`config.mk`:
```
export PLATFORM = sky130hd
export DESIGN_NAME = control_sequencer_flat
export DESIGN_NICKNAME = d
export VERILOG_FILES = /design/src/rtl/control_sequencer_if.sv /design/src/rtl/control_sequencer.sv /design/src/flat_wrapper.sv
export SDC_FILE = /design/constraint.sdc
export NUM_CORES = 1
export LEC_CHECK = 0
export ABC_AREA = 1
export CAP_MARGIN = 20
export CORE_ASPECT_RATIO = 0.6
export CORE_MARGIN = 2
export CORE_UTILIZATION = 30
export CTS_CLUSTER_SIZE = 40
export DETAILED_ROUTE_END_ITERATION = 8
export HOLD_SLACK_MARGIN = 0.08
export PLACE_DENSITY = 0.72
export SYNTH_ARGS = -nofsm -noshare
export SYNTH_HDL_FRONTEND = slang
export SYNTH_SLANG_ARGS = --single-unit
```
`constraint.sdc`:
```
create_clock -name clock -period 4 [get_ports clock]
set_input_delay 0.6 -clock clock [delete_from_list [all_inputs] [get_ports clock]]
set_output_delay 0.6 -clock clock [all_outputs]
set_load 0.1 [all_outputs]
```
`src/rtl/control_sequencer_if.sv`:
```
// control_sequencer_if: opcode/condition inputs and all datapath control strobes
interface control_sequencer_if #(parameter int OPW = 5);
    logic [OPW-1:0] ir_op;
    logic           CON;
    logic           run;
    logic PCout, PCin, IncPC, MARin, MDRin, MDRout, MDRread, RAMwrite, IRin;
    logic Gra, Grb, Grc, Rin, Rout, BAout, RCout;
    logic RYin, RZinLo, RZinHi, RZoutLo, RZoutHi, LOin, HIin, CONin;
    logic InPortIn, InPortout, OutPortIn;
    modport master (
        input  ir_op, CON,
        output run,
        output PCout, PCin, IncPC, MARin, MDRin, MDRout, MDRread, RAMwrite, IRin,
        output Gra, Grb, Grc, Rin, Rout, BAout, RCout,
        output RYin, RZinLo, RZinHi, RZoutLo, RZoutHi, LOin, HIin, CONin,
        output InPortIn, InPortout, OutPortIn
    );
    modport slave (
        output ir_op, CON,
        input  run,
        input  PCout, PCin, IncPC, MARin, MDRin, MDRout, MDRread, RAMwrite, IRin,
        input  Gra, Grb, Grc, Rin, Rout, BAout, RCout,
        input  RYin, RZinLo, RZinHi, RZoutLo, RZoutHi, LOin, HIin, CONin,
        input  InPortIn, InPortout, OutPortIn
    );
endinterface

```
`src/rtl/control_sequencer.sv`:
```
// control_sequencer: hardwired fetch/decode/execute step generator for the datapath
module control_sequencer #(parameter int OPW = 5) (
    input  logic                 clock,
    input  logic                 clear,
    control_sequencer_if.master  bus
);
    localparam logic [3:0] S_RST  = 4'd0;
    localparam logic [3:0] S_T0   = 4'd1;
    localparam logic [3:0] S_T1   = 4'd2;
    localparam logic [3:0] S_T2   = 4'd3;
    localparam logic [3:0] S_T3   = 4'd4;
    localparam logic [3:0] S_T4   = 4'd5;
    localparam logic [3:0] S_T5   = 4'd6;
    localparam logic [3:0] S_T6   = 4'd7;
    localparam logic [3:0] S_T7   = 4'd8;
    localparam logic [3:0] S_HALT = 4'd9;

    localparam logic [OPW-1:0] OP_LD   = 5'b00000;
    localparam logic [OPW-1:0] OP_LDI  = 5'b00001;
    localparam logic [OPW-1:0] OP_ST   = 5'b00010;
    localparam logic [OPW-1:0] OP_ADD  = 5'b00011;
    localparam logic [OPW-1:0] OP_SUB  = 5'b00100;
    localparam logic [OPW-1:0] OP_AND  = 5'b01001;
    localparam logic [OPW-1:0] OP_OR   = 5'b01010;
    localparam logic [OPW-1:0] OP_ADDI = 5'b01011;
    localparam logic [OPW-1:0] OP_ANDI = 5'b01100;
    localparam logic [OPW-1:0] OP_ORI  = 5'b01101;
    localparam logic [OPW-1:0] OP_BR   = 5'b10010;
    localparam logic [OPW-1:0] OP_JR   = 5'b10011;
    localparam logic [OPW-1:0] OP_IN   = 5'b10101;
    localparam logic [OPW-1:0] OP_OUT  = 5'b10110;
    localparam logic [OPW-1:0] OP_HALT = 5'b11010;

    logic [3:0] state_q, state_d, last_st;
    logic t0, t1, t2, t3, t4, t5, t6, t7;
    logic is_alu, is_imm, is_ldi, is_ld, is_st, is_br, is_jr, is_in, is_out, is_halt;
    logic is_ari, is_ya;

    assign is_alu  = bus.ir_op == OP_ADD || bus.ir_op == OP_SUB || bus.ir_op == OP_AND || bus.ir_op == OP_OR;
    assign is_imm  = bus.ir_op == OP_ADDI || bus.ir_op == OP_ANDI || bus.ir_op == OP_ORI;
    assign is_ldi  = bus.ir_op == OP_LDI;
    assign is_ld   = bus.ir_op == OP_LD;
    assign is_st   = bus.ir_op == OP_ST;
    assign is_br   = bus.ir_op == OP_BR;
    assign is_jr   = bus.ir_op == OP_JR;
    assign is_in   = bus.ir_op == OP_IN;
    assign is_out  = bus.ir_op == OP_OUT;
    assign is_halt = bus.ir_op == OP_HALT;
    // is_ari: write-back in T5; is_ya: shares the Y/Z address-style T3..T5 prologue
    assign is_ari  = is_alu | is_imm | is_ldi;
    assign is_ya   = is_ari | is_ld | is_st;

    assign t0 = state_q == S_T0;
    assign t1 = state_q == S_T1;
    assign t2 = state_q == S_T2;
    assign t3 = state_q == S_T3;
    assign t4 = state_q == S_T4;
    assign t5 = state_q == S_T5;
    assign t6 = state_q == S_T6;
    assign t7 = state_q == S_T7;

    // Next step: fetch runs T0..T2, execute runs to the opcode's last step then returns to T0
    always_comb begin
        last_st = is_ari ? S_T5 : (is_ld | is_st | is_br) ? S_T7 : S_T3;
        state_d = state_q == S_RST                ? S_T0 :
                  state_q == S_HALT               ? S_HALT :
                  (t3 && is_halt)                 ? S_HALT :
                  (state_q == last_st || t7)      ? S_T0 :
                                                    state_q + 4'd1;
    end

    // Single step register; clear parks it in RST where every strobe is low
    always_ff @(posedge clock or posedge clear) begin
        if (clear) state_q <= S_RST;
        else       state_q <= state_d;
    end

    assign bus.run       = state_q != S_HALT;
    assign bus.PCout     = t0 | (t4 & is_br);
    assign bus.PCin      = (t3 & is_jr) | (t6 & is_br & bus.CON);
    assign bus.IncPC     = t0;
    assign bus.MARin     = t0 | (t5 & (is_ld | is_st));
    assign bus.MDRin     = t1 | (t6 & (is_ld | is_st));
    assign bus.MDRout    = t2 | (t7 & is_ld);
    assign bus.MDRread   = t1 | (t6 & is_ld);
    assign bus.RAMwrite  = t7 & is_st;
    assign bus.IRin      = t2;
    assign bus.Gra       = (t5 & is_ari) | (t7 & is_ld) | (t6 & is_st) | (t3 & (is_br | is_jr | is_in | is_out));
    assign bus.Grb       = t3 & is_ya;
    assign bus.Grc       = t4 & is_alu;
    assign bus.Rin       = (t5 & is_ari) | (t7 & is_ld) | (t3 & is_in);
    assign bus.Rout      = (t3 & (is_alu | is_imm | is_br | is_jr | is_out)) | (t4 & is_alu) | (t6 & is_st);
    assign bus.BAout     = t3 & (is_ldi | is_ld | is_st);
    assign bus.RCout     = (t4 & (is_imm | is_ldi | is_ld | is_st)) | (t5 & is_br);
    assign bus.RYin      = (t3 & is_ya) | (t4 & is_br);
    assign bus.RZinLo    = (t4 & is_ya) | (t5 & is_br);
    assign bus.RZinHi    = 1'b0;
    assign bus.RZoutLo   = (t5 & is_ya) | (t6 & is_br & bus.CON);
    assign bus.RZoutHi   = 1'b0;
    assign bus.LOin      = 1'b0;
    assign bus.HIin      = 1'b0;
    assign bus.CONin     = t3 & is_br;
    assign bus.InPortIn  = 1'b0;
    assign bus.InPortout = t3 & is_in;
    assign bus.OutPortIn = t3 & is_out;
endmodule

```
`src/flat_wrapper.sv`:
```
// flat-port wrapper written by rule: the top's interface ports become plain ports
module control_sequencer_flat 
#(parameter int OPW = 5)
  (clock, clear, bus_ir_op, bus_CON, bus_run, bus_PCout, bus_PCin, bus_IncPC, bus_MARin, bus_MDRin, bus_MDRout, bus_MDRread, bus_RAMwrite, bus_IRin, bus_Gra, bus_Grb, bus_Grc, bus_Rin, bus_Rout, bus_BAout, bus_RCout, bus_RYin, bus_RZinLo, bus_RZinHi, bus_RZoutLo, bus_RZoutHi, bus_LOin, bus_HIin, bus_CONin, bus_InPortIn, bus_InPortout, bus_OutPortIn);
  control_sequencer_if #(.OPW(OPW)) bus_i ();
  input  logic clock;
  input  logic clear;
  input wire logic [$bits(bus_i.ir_op)-1:0] bus_ir_op;
  input wire logic [$bits(bus_i.CON)-1:0] bus_CON;
  output wire logic [$bits(bus_i.run)-1:0] bus_run;
  output wire logic [$bits(bus_i.PCout)-1:0] bus_PCout;
  output wire logic [$bits(bus_i.PCin)-1:0] bus_PCin;
  output wire logic [$bits(bus_i.IncPC)-1:0] bus_IncPC;
  output wire logic [$bits(bus_i.MARin)-1:0] bus_MARin;
  output wire logic [$bits(bus_i.MDRin)-1:0] bus_MDRin;
  output wire logic [$bits(bus_i.MDRout)-1:0] bus_MDRout;
  output wire logic [$bits(bus_i.MDRread)-1:0] bus_MDRread;
  output wire logic [$bits(bus_i.RAMwrite)-1:0] bus_RAMwrite;
  output wire logic [$bits(bus_i.IRin)-1:0] bus_IRin;
  output wire logic [$bits(bus_i.Gra)-1:0] bus_Gra;
  output wire logic [$bits(bus_i.Grb)-1:0] bus_Grb;
  output wire logic [$bits(bus_i.Grc)-1:0] bus_Grc;
  output wire logic [$bits(bus_i.Rin)-1:0] bus_Rin;
  output wire logic [$bits(bus_i.Rout)-1:0] bus_Rout;
  output wire logic [$bits(bus_i.BAout)-1:0] bus_BAout;
  output wire logic [$bits(bus_i.RCout)-1:0] bus_RCout;
  output wire logic [$bits(bus_i.RYin)-1:0] bus_RYin;
  output wire logic [$bits(bus_i.RZinLo)-1:0] bus_RZinLo;
  output wire logic [$bits(bus_i.RZinHi)-1:0] bus_RZinHi;
  output wire logic [$bits(bus_i.RZoutLo)-1:0] bus_RZoutLo;
  output wire logic [$bits(bus_i.RZoutHi)-1:0] bus_RZoutHi;
  output wire logic [$bits(bus_i.LOin)-1:0] bus_LOin;
  output wire logic [$bits(bus_i.HIin)-1:0] bus_HIin;
  output wire logic [$bits(bus_i.CONin)-1:0] bus_CONin;
  output wire logic [$bits(bus_i.InPortIn)-1:0] bus_InPortIn;
  output wire logic [$bits(bus_i.InPortout)-1:0] bus_InPortout;
  output wire logic [$bits(bus_i.OutPortIn)-1:0] bus_OutPortIn;
  assign bus_i.ir_op = bus_ir_op;
  assign bus_i.CON = bus_CON;
  assign bus_run = bus_i.run;
  assign bus_PCout = bus_i.PCout;
  assign bus_PCin = bus_i.PCin;
  assign bus_IncPC = bus_i.IncPC;
  assign bus_MARin = bus_i.MARin;
  assign bus_MDRin = bus_i.MDRin;
  assign bus_MDRout = bus_i.MDRout;
  assign bus_MDRread = bus_i.MDRread;
  assign bus_RAMwrite = bus_i.RAMwrite;
  assign bus_IRin = bus_i.IRin;
  assign bus_Gra = bus_i.Gra;
  assign bus_Grb = bus_i.Grb;
  assign bus_Grc = bus_i.Grc;
  assign bus_Rin = bus_i.Rin;
  assign bus_Rout = bus_i.Rout;
  assign bus_BAout = bus_i.BAout;
  assign bus_RCout = bus_i.RCout;
  assign bus_RYin = bus_i.RYin;
  assign bus_RZinLo = bus_i.RZinLo;
  assign bus_RZinHi = bus_i.RZinHi;
  assign bus_RZoutLo = bus_i.RZoutLo;
  assign bus_RZoutHi = bus_i.RZoutHi;
  assign bus_LOin = bus_i.LOin;
  assign bus_HIin = bus_i.HIin;
  assign bus_CONin = bus_i.CONin;
  assign bus_InPortIn = bus_i.InPortIn;
  assign bus_InPortout = bus_i.InPortout;
  assign bus_OutPortIn = bus_i.OutPortIn;
  control_sequencer #(.OPW(OPW)) u_core (.clock(clock), .clear(clear), .bus(bus_i));
endmodule
```
==> flow_metrics.tcl, run 1 <==
set metrics [dict create \
    numCtsBuffers 3 \
    grt_max_degree 7 \
    endpoint "bus_Gra" \
    final_hold_viol_count 0 \
    max_clock_freq_ghz 0.333 \
    drt_iter0_drc 77 \
    max_slew_margin 0.353 \
    synth.distinct_cells 26 \
    ys_seq_area_frac 0.131 \
    place_hpwl_um 1810 \
    netlist_instances 132 \
    worstPathArrival_ns 2.40 \
    grt.overflow.total 0 \
    ctsHtreeMaxLevel 1 \
    syn_area_um2 763 \
    worstReg2RegEnd "u_core.state_q[2]$_DFF_PP0_" \
    wl_per_cell_um 10.7 \
    drt-total-wl_um 2100 \
    chipWidth_um 69.1 \
    die_area_um2 2980 \
    vias_per_cell 4.65 \
    synth-seq-cells 4 \
    ios 36 \
    skew_ns 0.00348 \
    clkLatencyLatePin_ns 0.22 \
    num_vias 911 \
    holdBufCountCts 0 \
    r2r-start "u_core.state_q[0]$_DFF_PP0_" \
    initial_utilization 0.311 \
    avgSynthCellArea_um2 5.78 \
    cp-end-kind "output pin" \
    final_nets 178 \
    final_common_cell "inv_1" \
    cts_root_buf "clkbuf_8" \
    syn2layout_area_growth_pct 40.5 \
    yosysWarnings 0 \
    gp_congestion 0.936 \
    fin_util 0.437 \
    drcViolationCount 0 \
    r2r_slack_ns 2.31 \
    clock_sinks 4 \
    vdd_ir_drop_max_mv 0.122 \
    fillers 256 \
    cap_violations 0 \
    p_leak_uw 0.000615 \
    ff2ff_path_depth 9 \
    fin_crit_ns 3.00 \
    synthTopCellsByArea "dfrtp_1, inv_1, nor2_1, nand2_1, ha_1" \
    largest-register "u_core.state_q" \
    outcome "completed" \
    cp.required_ns 3.40 \
    netlist.area_leader.share 0.131 \
    grt_pass1_vias 769 \
    start_kind "primary input" \
    dr.pass1.iters 4 \
    clk_path_buf_depth 2 \
    grtUsageTotal 0.144 \
    postCtsSetupRepairBufs 0 \
    final_area_um2 1070 \
    core_area_um2 2450 \
    slew_violations 0 \
    biggestRegsByFlops "u_core.state_q (4)" \
    tightest_slew_ns 0.967 \
    dpl_cell_area_um2 1030 \
    ant_nets 0 \
    critPathLaunch "bus_ir_op[1]" \
    p_per_area_nw_per_um2 163 \
    largest_reg_flops 4 \
    port_buffers 30 \
    cts_tree "yes" \
    setup-violations-final 0 \
    rsz0062_at_grt "false" \
    post-route-period-util 0.750 \
    die_y_um 43.1 \
    synth_area_leader_cell "dfrtp_1" \
    path_max_fanout 6 \
    min_path_type "in -> async" \
    final_cell_mix "inv_1, nor2_1, buf_4, nand2_1, clkdlybuf4s50_1" \
    diodes 0 \
    clkTransAtPathRegs_ns 0.03 \
    num_rows 14 \
    drive_above_1_share 0.268 \
    grt_pass1_wl_um 3390 \
    ctsResizeCount 0 \
    setup-tns-final_ns 0 \
    timing_worst_setup_path_type "in -> out" \
    antenna_found_initial 0 \
]
## stage by stage
stage | instances | power, uW | setup WS, ns | hold WS [ns]
4_1_cts | 196 | 177 | 1.03 | 0.563
5_1_grt | 196 | 186 | 0.828 | 0.578
3_3_place_gp | 193 | 91.8 | 1.06 | 0.559
3_5_place_dp | 193 | 92.2 | 1.03 | 0.560
2_1_floorplan | 136 | 82.6 | 0.119 | 0.366
6_report | 196 | 175 | 1.00 | 0.562
## routing by layer
metal / vias up / wire length, um / GRT usage
li1: 467 / - / -
met1: 411 / 1100 / 0.215
met2: 31 / 839 / 0.188
met3: 2 / 140 / 0.0618
met4: 0 / 14 / 0.0235
met5: - / 0 / 0
## logic make-up after synthesis
group,Yosys count,synth area share
buffers and inverters,36,0.202
xor gates and xnor gates,1,0.0115
and+or+nand+nor,70,0.457
DFF,4,0.131
other,1,0.00491
AOI/OAI and AO/OA,16,0.128
adders and majority gates,4,0.0656
## area by class of cell
class	count	area, um2	area share
sequential	4	100	0.0933
inverter	31	116	0.109
timing repair buffer	30	250	0.233
clock buffer	3	41.3	0.0385
multi-input combinational	96	524	0.489
tap	32	40.0	0.0373
## critical path: stages
cell,delay (ns)
clkdlybuf4s50_1,0.52
nand2_2,0.12
inv_2,0.05
o211ai_1,0.37
nand3_2,0.15
a22oi_1,0.22
nand3_1,0.11
buf_4,0.24
## worst min path at each step
stage                                 from                           to  slack [ns]  cells past startpoint
2_1_floorplan                        clear  u_core.state_q[0]$_DFF_PP0_        0.37                      1
3_3_place_gp   u_core.state_q[0]$_DFF_PP0_  u_core.state_q[0]$_DFF_PP0_        0.56                      1
3_5_place_dp   u_core.state_q[0]$_DFF_PP0_  u_core.state_q[0]$_DFF_PP0_        0.56                      1
4_1_cts                              clear  u_core.state_q[2]$_DFF_PP0_        0.56                      2
5_1_grt                              clear  u_core.state_q[3]$_DFF_PP0_        0.58                      2
6_report                             clear  u_core.state_q[2]$_DFF_PP0_        0.56                      2
## cell usage after synthesis
master / instances
o21ai_2: 1
nor3_1: 1
nand3_1: 8
nand4_2: 1
ha_1: 4
dfrtp_1: 4
o21ai_0: 7
inv_2: 6
o21ai_1: 1
nor2_2: 2
o211ai_1: 1
buf_4: 5
nor3_4: 1
inv_1: 25
a21oi_1: 2
conb_1: 1
o22ai_1: 2
xor2_1: 1
nand3_2: 1
nor2_4: 2
nor2_1: 24
nand4_1: 4
o221a_1: 1
nand2_1: 19
a22oi_1: 1
nand2_2: 7
## power breakdown
part	switching (uW)	total [uW]	internal [uW]
Clock	18.8	82.8	63.9
Sequential	0	40.8	40.8
Combinational	39.5	51.6	12.1
Total	58.3	175	117
No activity file was read; power rests on OpenSTA's default activity.
==> run 2: changes to the inputs <==
--- a/config.mk
+++ b/config.mk
@@ -13,7 +13,7 @@
 export CTS_CLUSTER_SIZE = 40
 export DETAILED_ROUTE_END_ITERATION = 8
 export HOLD_SLACK_MARGIN = 0.08
-export PLACE_DENSITY = 0.72
+export PLACE_DENSITY = 0.74
 export SYNTH_ARGS = -nofsm -noshare
 export SYNTH_HDL_FRONTEND = slang
 export SYNTH_SLANG_ARGS = --single-unit
==> constraint.sdc (replaced) <==
create_clock -name clock -period 2.54 [get_ports clock]
set_input_delay 0.381 -clock clock [delete_from_list [all_inputs] [get_ports clock]]
set_output_delay 0.381 -clock clock [all_outputs]
set_load 0.1 [all_outputs]
==> run 2 against run 1 <==
Cell area increased by 32%. Combinational power increased by 80%. Critical path type unchanged. Via count increased by 7.7%. Hold slack got worse by 0.20 ns.
==> flow_metrics.tcl, run 2 (synthesis gave the netlist of run 1 again) <==
set metrics [dict create \
    worst-path-buf-inv 3 \
    met2_wirelength_um 1220 \
    worstPathArrival_ns 2.11 \
    final_nets 182 \
    fillers 218 \
    syn2layout_area_growth_pct 85.7 \
    crit_family "buffers and inverters" \
    drt_iter0_drc 58 \
    cts_tree "yes" \
    gp_congestion 0.960 \
    place_hpwl_um 2250 \
    multi_input_area_um2 592 \
    die_y_um 43.1 \
    rsz0062_at_grt "false" \
    place_inst 197 \
    max_clock_freq_ghz 0.402 \
    grtUsageTotal 0.184 \
    clkTransAtPathRegs_ns 0.03 \
    whs_ns 0.364 \
    numCtsBuffers 3 \
    diodes 0 \
    timing_worst_setup_path_type "in -> out" \
    vias_per_cell 4.91 \
    drive_above_1_share 0.405 \
    clkLatencyLatePin_ns 0.21 \
    min_path_type "in -> async" \
    ant_nets 0 \
    clock_sinks 4 \
    r2r_slack_ns 0.96 \
    wl_per_cell_um 13.2 \
    slew_violations 0 \
    top_layer "met4" \
    grt_max_degree 7 \
    initial_utilization 0.311 \
    holdBufCountCts 0 \
    grt.overflow.total 0 \
    antenna_found_initial 0 \
    largest-register "u_core.state_q" \
    dr.pass1.iters 4 \
    drt-total-wl_um 2650 \
    path_cells "clkdlybuf4s50_1 > nand2_2 > inv_2 > o211ai_1 > nand3_2 > a22oi_2 > nand3_1 > buf_12" \
    postCtsSetupRepairBufs 0 \
    p_per_area_nw_per_um2 204 \
    setup-violations-final 0 \
    final_hold_viol_count 0 \
    biggestRegsByFlops "u_core.state_q (4)" \
    ios 36 \
    grt_pass1_wl_um 4360 \
    p_leak_uw 0.000721 \
    clk_path_buf_depth 2 \
    cp.required_ns 2.16 \
    skew_ns 0.00199 \
    num_rows 14 \
    num_vias 981 \
    ctsHtreeMaxLevel 1 \
    cts_root_buf "clkbuf_8" \
    finalNonFillerCells 200 \
    port_buffers 30 \
    core_area_um2 2450 \
    max_stage_delay_ns 0.53 \
    chipWidth_um 69.1 \
    post-route-period-util 0.980 \
    wl_met1_um 1130 \
    start_kind "primary input" \
    final_cell_mix "inv_1, buf_12, nand2_1, nor2_1" \
    die_area_um2 2980 \
    grt_pass1_vias 931 \
    seq_area_um2 100 \
    fin_crit_ns 2.49 \
    final_common_cell "inv_1" \
    outcome "completed" \
    path_max_fanout 6 \
    vdd_ir_drop_max_mv 0.135 \
    wl_met3_um 275 \
    drcViolationCount 0 \
    largest_reg_flops 4 \
    cp-end-kind "output pin" \
    cap_violations 0 \
    crit_slowest_cell "clkdlybuf4s50_1" \
]
run 2: what timing repair did:
item                       4_1_cts  5_1_grt
pin swaps                        0        1
setup endpoints to repair        4       10
resized for setup                1        7
run 2: final cells by class:
cell class	count	area share
clock buffer	3	0.0291
inverter	31	0.0821
multi-input combinational	96	0.417
sequential	4	0.0706
tap	32	0.0282
timing repair buffer	34	0.372
run 2: power breakdown:
| group | switching [uW] | internal [uW] | leakage, uW |
|---|---|---|---|
| Sequential | 0 | 64.2 | 0.0000455 |
| Combinational | 69.6 | 23.5 | 0.000654 |
| Clock | 31.2 | 101 | 0.0000216 |
| Total | 101 | 189 | 0.000721 |
run 2: stage by stage:
step	instance area [um2]	worst slack, ns	util	power, uW	setup TNS (ns)
floorplan	827	-0.732	-	133	-0.960
global placement	1350	0.0477	0.552	151	0
detailed placement	1350	-0.0716	0.552	154	-0.152
CTS	1400	0.00725	0.569	290	0
global route	1420	0.0136	0.578	306	0
finish	1420	0.0520	0.578	289	0
run 2: final timing paths:
check | to | cells past startpoint | start
max in group asynchronous | u_core.state_q[0]$_DFF_PP0_ | 2 | clear
setup reg to reg | u_core.state_q[2]$_DFF_PP0_ | 9 | u_core.state_q[0]$_DFF_PP0_
setup / recovery | bus_Gra | 8 | bus_ir_op[1]
hold reg to reg | u_core.state_q[0]$_DFF_PP0_ | 1 | u_core.state_q[0]$_DFF_PP0_
hold / removal | u_core.state_q[2]$_DFF_PP0_ | 2 | clear
min in group clock | u_core.state_q[0]$_DFF_PP0_ | 1 | u_core.state_q[0]$_DFF_PP0_
run 2: metal layers:
metal	track usage	vias to the layer above
met5	0	-
met3	0.0665	4
li1	-	475
met2	0.273	57
met1	0.256	445
met4	0.0353	0
